==> config.mk <==
export PLATFORM = sky130hd
export DESIGN_NAME = vga_scan_ctrl
export DESIGN_NICKNAME = d
export VERILOG_FILES = /design/src/rtl/vga_pkg.sv /design/src/rtl/vga_delay_line.sv /design/src/rtl/vga_scan_ctrl.sv
export SDC_FILE = /design/constraint.sdc
export NUM_CORES = 1
export LEC_CHECK = 0
export ABC_AREA = 1
export CELL_PAD_IN_SITES_DETAIL_PLACEMENT = 1
export CELL_PAD_IN_SITES_GLOBAL_PLACEMENT = 2
export CORE_MARGIN = 5
export CORE_UTILIZATION = 31
export DETAILED_ROUTE_END_ITERATION = 16
export PLACE_DENSITY_LB_ADDON = 0.1
export SETUP_SLACK_MARGIN = 0.2
export SYNTH_ARGS = -nofsm -noshare
export SYNTH_HDL_FRONTEND = slang
export SYNTH_SLANG_ARGS = --single-unit
==> constraint.sdc <==
create_clock -name clk -period 2.7 [get_ports clk]
set_clock_uncertainty 0.1 [all_clocks]
set_input_delay 0.54 -clock clk [delete_from_list [all_inputs] [get_ports clk]]
set_output_delay 0.54 -clock clk [all_outputs]
set_load 0.01 [all_outputs]
==> src/rtl/vga_pkg.sv <==
// vga_pkg: shared VGA timing type, 640x480@60 default timing and total-length helper.
//   No ports; imported by vga_delay_line and vga_scan_ctrl.
package vga_pkg;
  typedef struct packed {
    int active;
    int fp;
    int sync;
    int bp;
  } vga_timing_t;
  localparam vga_timing_t VGA_H_640 = '{active: 640, fp: 16, sync: 96, bp: 48};
  localparam vga_timing_t VGA_V_480 = '{active: 480, fp: 10, sync: 2, bp: 33};
  function automatic int vga_total(vga_timing_t t);
    return t.active + t.fp + t.sync + t.bp;
  endfunction
endpackage

==> src/rtl/vga_delay_line.sv <==
// vga_delay_line: W-bit shift register of depth D with synchronous active-low clear.
//   clk  : clock
//   clrn : synchronous active-low clear of every stage
//   d    : input word
//   q    : d delayed by D cycles (D=0 is a plain wire)
module vga_delay_line
  import vga_pkg::*;
#(
  parameter int W = 1,
  parameter int D = 1
) (
  input  logic         clk,
  input  logic         clrn,
  input  logic [W-1:0] d,
  output logic [W-1:0] q
);
  generate
    if (D == 0) begin : g_pass
      assign q = d;
    end else begin : g_sr
      logic [W-1:0] sr [D];
      always_ff @(posedge clk) begin
        if (!clrn) sr <= '{default: '0};
        else begin
          sr[0] <= d;
          for (int i = 1; i < D; i++) sr[i] <= sr[i-1];
        end
      end
      assign q = sr[D-1];
    end
  endgenerate
endmodule

==> src/rtl/vga_scan_ctrl.sv <==
// vga_scan_ctrl: parametrised VGA scan controller with pixel-source latency alignment.
//   clk         : pixel clock          clrn      : synchronous active-low reset
//   d_in        : pixel {b,g,r}, valid PIX_LAT cycles after its address
//   row_addr    : requested row        col_addr  : requested column
//   rdn         : active-low read strobe (low inside the active area)
//   r, g, b     : output colour        hs, vs    : sync outputs (HS_POL/VS_POL active)
//   frame_start : pulse at output pixel (0,0)
//   line_start  : pulse at output column 0 of each active line
//   Macro VGA_TEST_PATTERN_EN adds pattern_sel, which swaps d_in for 8 colour bars.
module vga_scan_ctrl
  import vga_pkg::*;
#(
  parameter int   H_ACTIVE = VGA_H_640.active,
  parameter int   H_FP     = VGA_H_640.fp,
  parameter int   H_SYNC   = VGA_H_640.sync,
  parameter int   H_BP     = VGA_H_640.bp,
  parameter int   V_ACTIVE = VGA_V_480.active,
  parameter int   V_FP     = VGA_V_480.fp,
  parameter int   V_SYNC   = VGA_V_480.sync,
  parameter int   V_BP     = VGA_V_480.bp,
  parameter int   COLOR_W  = 4,
  parameter int   PIX_LAT  = 1,
  parameter int   SCALE    = 1,
  parameter logic HS_POL   = 1'b0,
  parameter logic VS_POL   = 1'b0
) (
  input  logic                                 clk,
  input  logic                                 clrn,
  input  logic [3*COLOR_W-1:0]                 d_in,
`ifdef VGA_TEST_PATTERN_EN
  input  logic                                 pattern_sel,
`endif
  output logic [$clog2(V_ACTIVE/SCALE)-1:0]    row_addr,
  output logic [$clog2(H_ACTIVE/SCALE)-1:0]    col_addr,
  output logic                                 rdn,
  output logic [COLOR_W-1:0]                   r,
  output logic [COLOR_W-1:0]                   g,
  output logic [COLOR_W-1:0]                   b,
  output logic                                 hs,
  output logic                                 vs,
  output logic                                 frame_start,
  output logic                                 line_start
);
  localparam int H_TOTAL = vga_total('{H_ACTIVE, H_FP, H_SYNC, H_BP});
  localparam int V_TOTAL = vga_total('{V_ACTIVE, V_FP, V_SYNC, V_BP});
  localparam int HW = $clog2(H_TOTAL + 1);
  localparam int VW = $clog2(V_TOTAL + 1);
  localparam int RW = $clog2(V_ACTIVE / SCALE);
  localparam int CW = $clog2(H_ACTIVE / SCALE);
  localparam int SH = $clog2(SCALE);
  localparam logic [HW-1:0] H_LAST = HW'(H_TOTAL - 1);
  localparam logic [HW-1:0] H_A    = HW'(H_ACTIVE);
  localparam logic [HW-1:0] HS_ON  = HW'(H_ACTIVE + H_FP);
  localparam logic [HW-1:0] HS_OFF = HW'(H_ACTIVE + H_FP + H_SYNC);
  localparam logic [VW-1:0] V_LAST = VW'(V_TOTAL - 1);
  localparam logic [VW-1:0] V_A    = VW'(V_ACTIVE);
  localparam logic [VW-1:0] VS_ON  = VW'(V_ACTIVE + V_FP);
  localparam logic [VW-1:0] VS_OFF = VW'(V_ACTIVE + V_FP + V_SYNC);
`ifdef VGA_TEST_PATTERN_EN
  localparam int DW = 5 + HW;
`else
  localparam int DW = 5;
`endif
  generate
    if (!(SCALE == 1 || SCALE == 2 || SCALE == 4) || PIX_LAT < 0 || PIX_LAT > 7) begin : g_bad_cfg
      $error("vga_scan_ctrl: SCALE must be 1, 2 or 4 and PIX_LAT must be 0..7");
    end
  endgenerate
  logic [HW-1:0] h_cnt;
  logic [VW-1:0] v_cnt;
  logic          h_last, v_last, act;
  logic [DW-1:0] s0_c, s0, dl;
  assign h_last = h_cnt == H_LAST;
  assign v_last = v_cnt == V_LAST;
  assign act    = (h_cnt < H_A) && (v_cnt < V_A);
  // flag word: {[column], act, hs_raw, vs_raw, frame flag, line flag}
`ifdef VGA_TEST_PATTERN_EN
  assign s0_c = {h_cnt, act, (h_cnt >= HS_ON) && (h_cnt < HS_OFF), (v_cnt >= VS_ON) && (v_cnt < VS_OFF),
                 (h_cnt == '0) && (v_cnt == '0), (h_cnt == '0) && (v_cnt < V_A)};
`else
  assign s0_c = {act, (h_cnt >= HS_ON) && (h_cnt < HS_OFF), (v_cnt >= VS_ON) && (v_cnt < VS_OFF),
                 (h_cnt == '0) && (v_cnt == '0), (h_cnt == '0) && (v_cnt < V_A)};
`endif
  always_ff @(posedge clk) begin
    if (!clrn) begin
      h_cnt    <= '0;
      v_cnt    <= '0;
      s0       <= '0;
      row_addr <= '0;
      col_addr <= '0;
      rdn      <= 1'b1;
    end else begin
      h_cnt    <= h_last ? '0 : h_cnt + 1'b1;
      if (h_last) v_cnt <= v_last ? '0 : v_cnt + 1'b1;
      s0       <= s0_c;
      row_addr <= act ? RW'(v_cnt >> SH) : '0;
      col_addr <= act ? CW'(h_cnt >> SH) : '0;
      rdn      <= ~act;
    end
  end
  // flags travel alongside the pixel source so they meet d_in in the output register
  vga_delay_line #(.W(DW), .D(PIX_LAT)) u_dly (
    .clk  (clk),
    .clrn (clrn),
    .d    (s0),
    .q    (dl)
  );
  logic [3*COLOR_W-1:0] pix;
`ifdef VGA_TEST_PATTERN_EN
  logic [2:0] bar;
  always_comb begin
    bar = 3'((int'(dl[DW-1:5]) * 8) / H_ACTIVE);
    pix = !dl[4] ? '0 : pattern_sel ? {{COLOR_W{bar[2]}}, {COLOR_W{bar[1]}}, {COLOR_W{bar[0]}}} : d_in;
  end
`else
  assign pix = dl[4] ? d_in : '0;
`endif
  always_ff @(posedge clk) begin
    if (!clrn) begin
      {b, g, r}   <= '0;
      hs          <= ~HS_POL;
      vs          <= ~VS_POL;
      frame_start <= 1'b0;
      line_start  <= 1'b0;
    end else begin
      {b, g, r}   <= pix;
      hs          <= dl[3] ? HS_POL : ~HS_POL;
      vs          <= dl[2] ? VS_POL : ~VS_POL;
      frame_start <= dl[1];
      line_start  <= dl[0];
    end
  end
endmodule

# After elaboration in Yosys (flattened, before gate mapping)
# Index checks and enable logic that the tools add are counted.
# classes
addsub,2
order_cmp,6
eq_ne,2
n_mux,3
n_bitwise,2
reduce_logical,10
# ops
cell,n
10-bit by 1-bit adder with 10-bit output (second input constant),2
10-bit equality test (second input constant),2
10-bit logical NOT,2
10-bit < comparator (second input constant),2
10-bit by 9-bit < comparator with 1-bit output (second input constant),2
10-bit >= comparator (second input constant),1
10-bit by 9-bit >= comparator with 1-bit output (second input constant),1
10-bit 2-to-1 mux,1
1-bit logical AND,5
2-bit AND reduction,2
1-bit 2-to-1 mux,2
1-bit inverter,2
2-bit OR reduction,1
# totals
register_bits,66
in_bits,14
out_inout_bits,36
wordCells,39

# Logic depth before layout (Yosys ltp)
# Gate-level depths: netlist of run 1.
# depth
depth_word,3
depth_mapped,9
ltp_nobuf,9

# By module
# Synthesis of run 1 repeated with hierarchy kept, for this count alone.
# unflattened
hier_cells,293
area_unflattened_um2,2384.8
# modules_own_cells
module,n_inst,cells_each,area_per_inst_um2,seq_area_each_um2
vga_scan_ctrl,1,278,2247.2,1221.2
vga_delay_line,1,15,137.6,100.1

# Worst setup path before layout of run 1
# OpenSTA, ideal clock, no wires.
# synth_path
path_type,reg2reg
startpoint,reg h_cnt[0]
endpoint,reg v_cnt[9]
setup_ns,0.115
arrival_ns,1.237
required_time_ns,2.485
slack_ns,1.248
path_stages_with_launch,9
n_path_buf,0
period_less_slack_ns,1.452
cell_sequence,dfxtp_1 -> ha_1 -> nand2_2 -> nor2_4 -> nand3_2 -> nand2_4 -> nand2_4 -> nand2_1 -> nor2_1
# synth_between
elab_chain_len,1
# synth_lines
item,line,source
from (decl),vga_scan_ctrl.sv:69,logic [HW-1:0] h_cnt;
from (signal assigned),vga_scan_ctrl.sv:93,h_cnt <= h_last ? '0 : h_cnt + 1'b1;
10-bit equality test,vga_scan_ctrl.sv:73,assign h_last = h_cnt == H_LAST;
to (signal assigned),vga_scan_ctrl.sv:94,if (h_last) v_cnt <= v_last ? '0 : v_cnt + 1'b1;
to (decl),vga_scan_ctrl.sv:70,logic [VW-1:0] v_cnt;
# No other way between the ends.
# A chain may end at the register's enable or synchronous reset.

# Worst setup path after layout of run 1
# layout_path
startpoint,reg row_addr[5]
endpoint,out row_addr[5]
# layout_rtl
item,line,source
from (decl),vga_scan_ctrl.sv:33,"output logic [$clog2(V_ACTIVE/SCALE)-1:0] row_addr,"
from (signal assigned),vga_scan_ctrl.sv:96,row_addr <= act ? RW'(v_cnt >> SH) : '0;
# No word-level cell between the ends.

==> results.py, run 1 <==
metrics = {
    "drt": {
        "drtAntennaViolNets": 0,
        "drt_iter0_drc": 47,
        "wire_per_inst_um": 12.2,
        "drt-pass1-iter-count": 4,
        "viasPerCell": 4.23,
        "wl_um": 5650,
        "drcViolationCount": 0,
        "via_count": 1951,
    },
    "clock_network": {
        "post_cts_resized": 0,
        "clkTransAtPathRegs_ns": 0.07,
        "cts_setup_buffers": 0,
        "clockBufferDepth": 2,
        "cts.sinks": 66,
        "cts-root-buf": "clkbuf_8",
        "cts_buffers": 9,
        "clock_latency_ns": 0.33,
        "postCtsHoldBufs": 0,
        "tritoncts": "done",
        "htreeDepth": 3,
    },
    "setup_path": {
        "worstSetupPathType": "reg2out",
        "critPathMaxFanout": 1,
        "required_ns": 2.06,
        "cpMaxStageDelayCell": "clkdlybuf4s50_1",
        "cp-end-kind": "primary output",
        "start_kind": "flop",
        "max_stage_delay_ns": 0.55,
        "path_buf_inv": 1,
        "crit_arrival_ns": 1.20,
        "r2r_setup_slack_ns": 0.97,
        "worstPathCellList": "clkdlybuf4s50_1",
        "crit_family": "buffers and inverters",
    },
    "sta": {
        "finalSetupTns_ns": 0,
        "setup_viol": 0,
        "fin_crit_ns": 1.84,
        "worst_pin_slew_ns": 0.477,
        "hold_viol": 0,
        "rsz0062_at_grt": "false",
        "clock.fmax_ghz": 0.543,
        "relSlewSlack": 0.682,
        "slew_violations": 0,
        "period_share": 0.682,
        "fin_ws_ns": 0.860,
    },
    "grt": {
        "grt_max_degree": 15,
        "grt_pass1_wl_um": 9640,
        "grt_pass1_vias": 1927,
        "grt_overflow": 0,
        "antenna_found_initial": 0,
        "grtUsageTotal": 0.126,
    },
    "floorplan": {
        "die-area_um2": 9510,
        "io_pins": 50,
        "die_y_um": 97.5,
        "die_width_um": 97.5,
        "coreArea_um2": 7610,
        "fp-row-count": 32,
        "initial_core_util": 0.312,
    },
    "power_and_ir_drop": {
        "vdd_drop_max_v": 0.000264,
        "leakage_nw": 1.37,
        "powerDensity_nw_per_um2": 585,
    },
    "logic_synthesis": {
        "synthDistinctLibCells": 24,
        "synth_cells": 297,
        "synth-seq-area-share": 0.556,
        "ys_ff_latch": 66,
        "syn_nets": 316,
        "syn_area_um2": 2370,
        "synth.avg_cell_area_um2": 8.00,
        "yosysWarnings": 0,
    },
    "layout": {
        "num_antenna_cells": 0,
        "fin_util": 0.416,
        "nets": 373,
        "final_cells": 461,
        "multiInputGateArea_um2": 833,
        "layout_commonest_cell": "dfxtp_1",
        "fillers": 961,
        "register_area_um2": 1320,
        "drive_above_1_share": 0.0891,
        "final_cell_mix": "dfxtp_1 (66), nor2_1 (62), nand2_1 (52)",
        "areaGrowthSynthToFinish_pct": 33.2,
    },
    "flow_run": {
        "maxCapViolations": 0,
    },
    "place": {
        "port-buffer-count": 49,
        "place.gp.congestion": 0.728,
        "post-place-ws_ns": 0.627,
        "dp_cells": 445,
        "dp_hpwl_um": 4330,
    },
    "min_path": {
        "hold_class": "reg2reg",
    },
    "run_status": {
        "status": "finished, final reports clean",
    },
}
-- sequential cells by signal, indices dropped and copies added (netlist names), 5 cells and up --
register / cells
u_dly.q: 5
row_addr: 9
h_cnt: 10
s0: 5
v_cnt: 10
col_addr: 10
-- power breakdown --
| group | internal (W) | switching [W] | total (W) | leakage, nW |
|---|---|---|---|---|
| combinational | 0.0000473 | 0.0000460 | 0.0000933 | 0.748 |
| clock | 0.000348 | 0.000409 | 0.000757 | 0.0884 |
| sequential | 0.000992 | 0.00000845 | 0.00100 | 0.536 |
-- cell usage after synthesis, drive strengths merged --
master | instances | area share
nand4 | 5 | 0.013
inv | 51 | 0.081
ha | 5 | 0.026
a31oi | 1 | 0.0026
nand2 | 56 | 0.097
dfxtp | 66 | 0.56
clkbuf | 2 | 0.0032
xor2 | 3 | 0.011
nand3b | 1 | 0.0032
nor2 | 67 | 0.12
buf | 3 | 0.0090
nor3 | 10 | 0.023
a21oi | 5 | 0.011
nand3 | 18 | 0.040
o21ai | 4 | 0.0084
-- cell families (layout without fill, tap and decap cells) --
kind of cell    after synthesis  count (layout)  synth area share
buf+inv                      56             118            0.0927
xor+xnor                      3               3            0.0111
compound gates               10              10            0.0216
simple gates                157             157             0.292
flops                        66              66             0.556
fa+ha+maj                     5               5            0.0263
-- final timing paths --
path | startpoint | cells past startpoint | end
setup / recovery | row_addr[5] | 1 | row_addr[5]
hold / removal | u_dly.q[2] | 1 | vs
setup reg to reg | h_cnt[0] | 8 | v_cnt[4]
hold reg to reg | u_dly.q[2] | 1 | vs
-- cell type report --
cell class	count	area share
clock buffer	9	0.0391
clock inverter	7	0.0194
inverter	51	0.0605
multi-input combinational	175	0.263
sequential	66	0.418
tap	102	0.0403
timing repair buffer	51	0.160
-- per-stage QoR --
stage	power, W	hold slack, ns	area [um^2]
after floorplan	0.00107	0.243	2370
after global placement	0.00112	0.249	2980
after detailed placement	0.00112	0.251	2980
after CTS	0.00189	0.271	3160
after global routing	0.00195	0.278	3160
final	0.00185	0.267	3160
-- worst register-to-register path: stages, from the launching register on --
cell and delay (ns):
dfxtp_1 0.40, ha_1 0.23, nand2_2 0.09, nor2_4 0.20
nand3_2 0.19, nand2_4 0.19, nand2_4 0.11, nand2_1 0.08
nor2_1 0.04
-- routing by layer --
layer | global-route usage | vias to the layer above | wire [um]
met5 | 0 | - | 0
met4 | 0.0511 | 0 | 70
met3 | 0.0380 | 7 | 258
met2 | 0.198 | 51 | 2530
met1 | 0.161 | 880 | 2780
li1 | - | 1013 | -
Note: power is estimated with default switching activity, not from simulation.
==> inputs of run 2 (changes only) <==
--- a/config.mk
+++ b/config.mk
@@ -9,7 +9,7 @@
 export CELL_PAD_IN_SITES_DETAIL_PLACEMENT = 1
 export CELL_PAD_IN_SITES_GLOBAL_PLACEMENT = 2
 export CORE_MARGIN = 5
-export CORE_UTILIZATION = 31
+export CORE_UTILIZATION = 26
 export DETAILED_ROUTE_END_ITERATION = 16
 export PLACE_DENSITY_LB_ADDON = 0.1
 export SETUP_SLACK_MARGIN = 0.2
==> constraint.sdc (replaced) <==
create_clock -name clk -period 1.6 [get_ports clk]
set_clock_uncertainty 0.1 [all_clocks]
set_input_delay 0.32 -clock clk [delete_from_list [all_inputs] [get_ports clk]]
set_output_delay 0.32 -clock clk [all_outputs]
set_load 0.01 [all_outputs]
==> run 2 against run 1 <==
Effect of this change: final area rose by 10%; via count rose by 6.4%; worst hold slack improved by 0.00074 ns; core utilization fell by 1.9 points; sequential power rose by 69%; highest routed layer unchanged; wire length rose by 11%; register-to-register slack got worse by 0.79 ns.
==> results.py, run 2 (synthesis gave the netlist of run 1 again) <==
metrics = {
    "sta": {
        "period_share": 0.890,
        "worst_pin_slew_ns": 0.255,
        "relSlewSlack": 0.830,
        "rsz0062_at_grt": "true",
        "fin_crit_ns": 1.42,
        "finalSetupTns_ns": 0,
        "slew_violations": 0,
        "hold_viol": 0,
        "clock.fmax_ghz": 0.703,
        "setup_viol": 0,
    },
    "setup_path": {
        "start_kind": "flop",
        "r2r_setup_slack_ns": 0.18,
        "rr_startpoint": "h_cnt[0]",
        "timing.rr.end": "v_cnt[9]",
        "critPathMaxFanout": 5,
        "worstSetupPathType": "reg2reg",
        "r2r_cells": 8,
        "crit_arrival_ns": 1.54,
        "required_ns": 1.72,
        "cp-end-kind": "flop",
    },
    "place": {
        "dp_cells": 466,
        "dp_hpwl_um": 4680,
        "port-buffer-count": 49,
        "place.gp.congestion": 0.757,
    },
    "layout": {
        "areaGrowthSynthToFinish_pct": 47.2,
        "top_regs": "col_addr: 10 flops, h_cnt: 10 flops, v_cnt: 10 flops",
        "num_antenna_cells": 0,
        "final_cell_mix": "dfxtp_1 (56), nor2_1 (54), inv_1 (44), nand2_1 (44), dlygate4sd2_1 (36)",
        "nets": 394,
        "final_cells": 488,
        "drive_above_1_share": 0.239,
        "layout_commonest_cell": "dfxtp_1",
    },
    "min_path": {
        "worstHoldStart": "u_dly.q[3]",
        "hold_class": "reg2reg",
        "hold_end": "hs",
        "min_delay_path_depth": 1,
    },
    "drt": {
        "drt_iter0_drc": 73,
        "drtAntennaViolNets": 0,
        "viasPerCell": 4.25,
        "wl_um": 6260,
        "drcViolationCount": 0,
        "drt-pass1-iter-count": 4,
        "wire_per_inst_um": 12.8,
        "via_count": 2075,
    },
    "grt": {
        "grtUsageTotal": 0.118,
        "grt_max_degree": 13,
        "antenna_found_initial": 0,
        "grt_overflow": 0,
        "grt_pass1_wl_um": 10500,
        "grt_pass1_vias": 2068,
    },
    "clock_network": {
        "cts_buffers": 9,
        "htreeDepth": 3,
        "clockBufferDepth": 2,
        "cts.sinks": 66,
        "cts-root-buf": "clkbuf_8",
        "clock_latency_ns": 0.33,
        "tritoncts": "done",
        "clkTransAtPathRegs_ns": 0.08,
        "postCtsHoldBufs": 0,
    },
    "floorplan": {
        "die_y_um": 106,
        "io_pins": 50,
        "die-area_um2": 11100,
        "fp-row-count": 34,
        "initial_core_util": 0.270,
        "coreArea_um2": 8810,
        "die_width_um": 106,
    },
    "run_status": {
        "status": "finished, final reports clean",
    },
    "power_and_ir_drop": {
        "powerDensity_nw_per_um2": 943,
        "vdd_drop_max_v": 0.000351,
        "leakage_nw": 1.67,
    },
    "flow_run": {
        "maxCapViolations": 0,
    },
}
## run 2: how the worst max path moves through the flow
stage	slack (ns)	cells past startpoint	start	endpoint
2_1_floorplan	0.21	8	h_cnt[1]	v_cnt[9]
3_3_place_gp	-0.007	6	clrn	col_addr[3]
3_5_place_dp	-0.03	6	clrn	col_addr[4]
4_1_cts	0.17	8	h_cnt[1]	v_cnt[2]
5_1_grt	0.07	8	h_cnt[1]	v_cnt[2]
6_report	0.18	8	h_cnt[0]	v_cnt[9]
## run 2: report_power, final
| group | switching [W] | total [W] | internal (W) | leakage, nW |
|---|---|---|---|---|
| Combinational | 0.000104 | 0.000208 | 0.000103 | 1.03 |
| Clock | 0.000635 | 0.00140 | 0.000764 | 0.0966 |
| Sequential | 0.0000132 | 0.00169 | 0.00167 | 0.541 |
| Total | 0.000752 | 0.00329 | 0.00254 | 1.67 |
## run 2: area by class of cell
type | instances | area [um^2]
multi-input cells | 176 | 983
fillers | 1055 | 5310
inverters | 51 | 196
repair buffers | 71 | 647
clock inverters | 4 | 51.3
flip-flops and latches | 66 | 1340
well taps | 108 | 135
clock buffers | 12 | 145
## run 2: what timing repair did
item	CTS	global route
gates resized for setup	54	34
pin swaps	6	13
endpoints found under the setup margin	55	24
cloned	1	0
buffers inserted	4	1
## run 2: stage by stage
stage | hold slack (ns) | utilization | cell area (um^2) | total power (W) | setup WS [ns]
finish | 0.268 | 0.397 | 3490 | 0.00329 | 0.177
global route | 0.282 | 0.397 | 3490 | 0.00346 | 0.0748
CTS | 0.270 | 0.385 | 3390 | 0.00334 | 0.173
detailed placement | 0.259 | 0.356 | 3140 | 0.00191 | -0.0281
global placement | 0.251 | 0.356 | 3140 | 0.00191 | -0.00676
floorplan | 0.243 | - | 2390 | 0.00180 | 0.207
## run 2: worst max-delay path, cell delays in order, from the launching register on
cell	delay, ns
dfxtp_4	0.37
ha_4	0.15
nand2_4	0.05
nor2_4	0.14
nand3_4	0.15
nand2_8	0.17
nand2_8	0.08
nand2_2	0.07
nor2_1	0.03
## run 2: layer usage
metal / vias up / track usage / routed length (um)
met3: 8 / 0.0287 / 287
li1: 1058 / - / -
met4: 0 / 0.0500 / 87
met5: - / 0 / 0
met2: 48 / 0.182 / 2750
met1: 961 / 0.159 / 3130
==> inputs of run 3 (changes only) <==
--- a/config.mk
+++ b/config.mk
@@ -6,6 +6,7 @@
 export NUM_CORES = 1
 export LEC_CHECK = 0
 export ABC_AREA = 1
+export CAP_MARGIN = 40
 export CELL_PAD_IN_SITES_DETAIL_PLACEMENT = 1
 export CELL_PAD_IN_SITES_GLOBAL_PLACEMENT = 2
 export CORE_MARGIN = 5
==> results of run 3 <==
Final layout, timing and power as in run 2 (identical DEF).
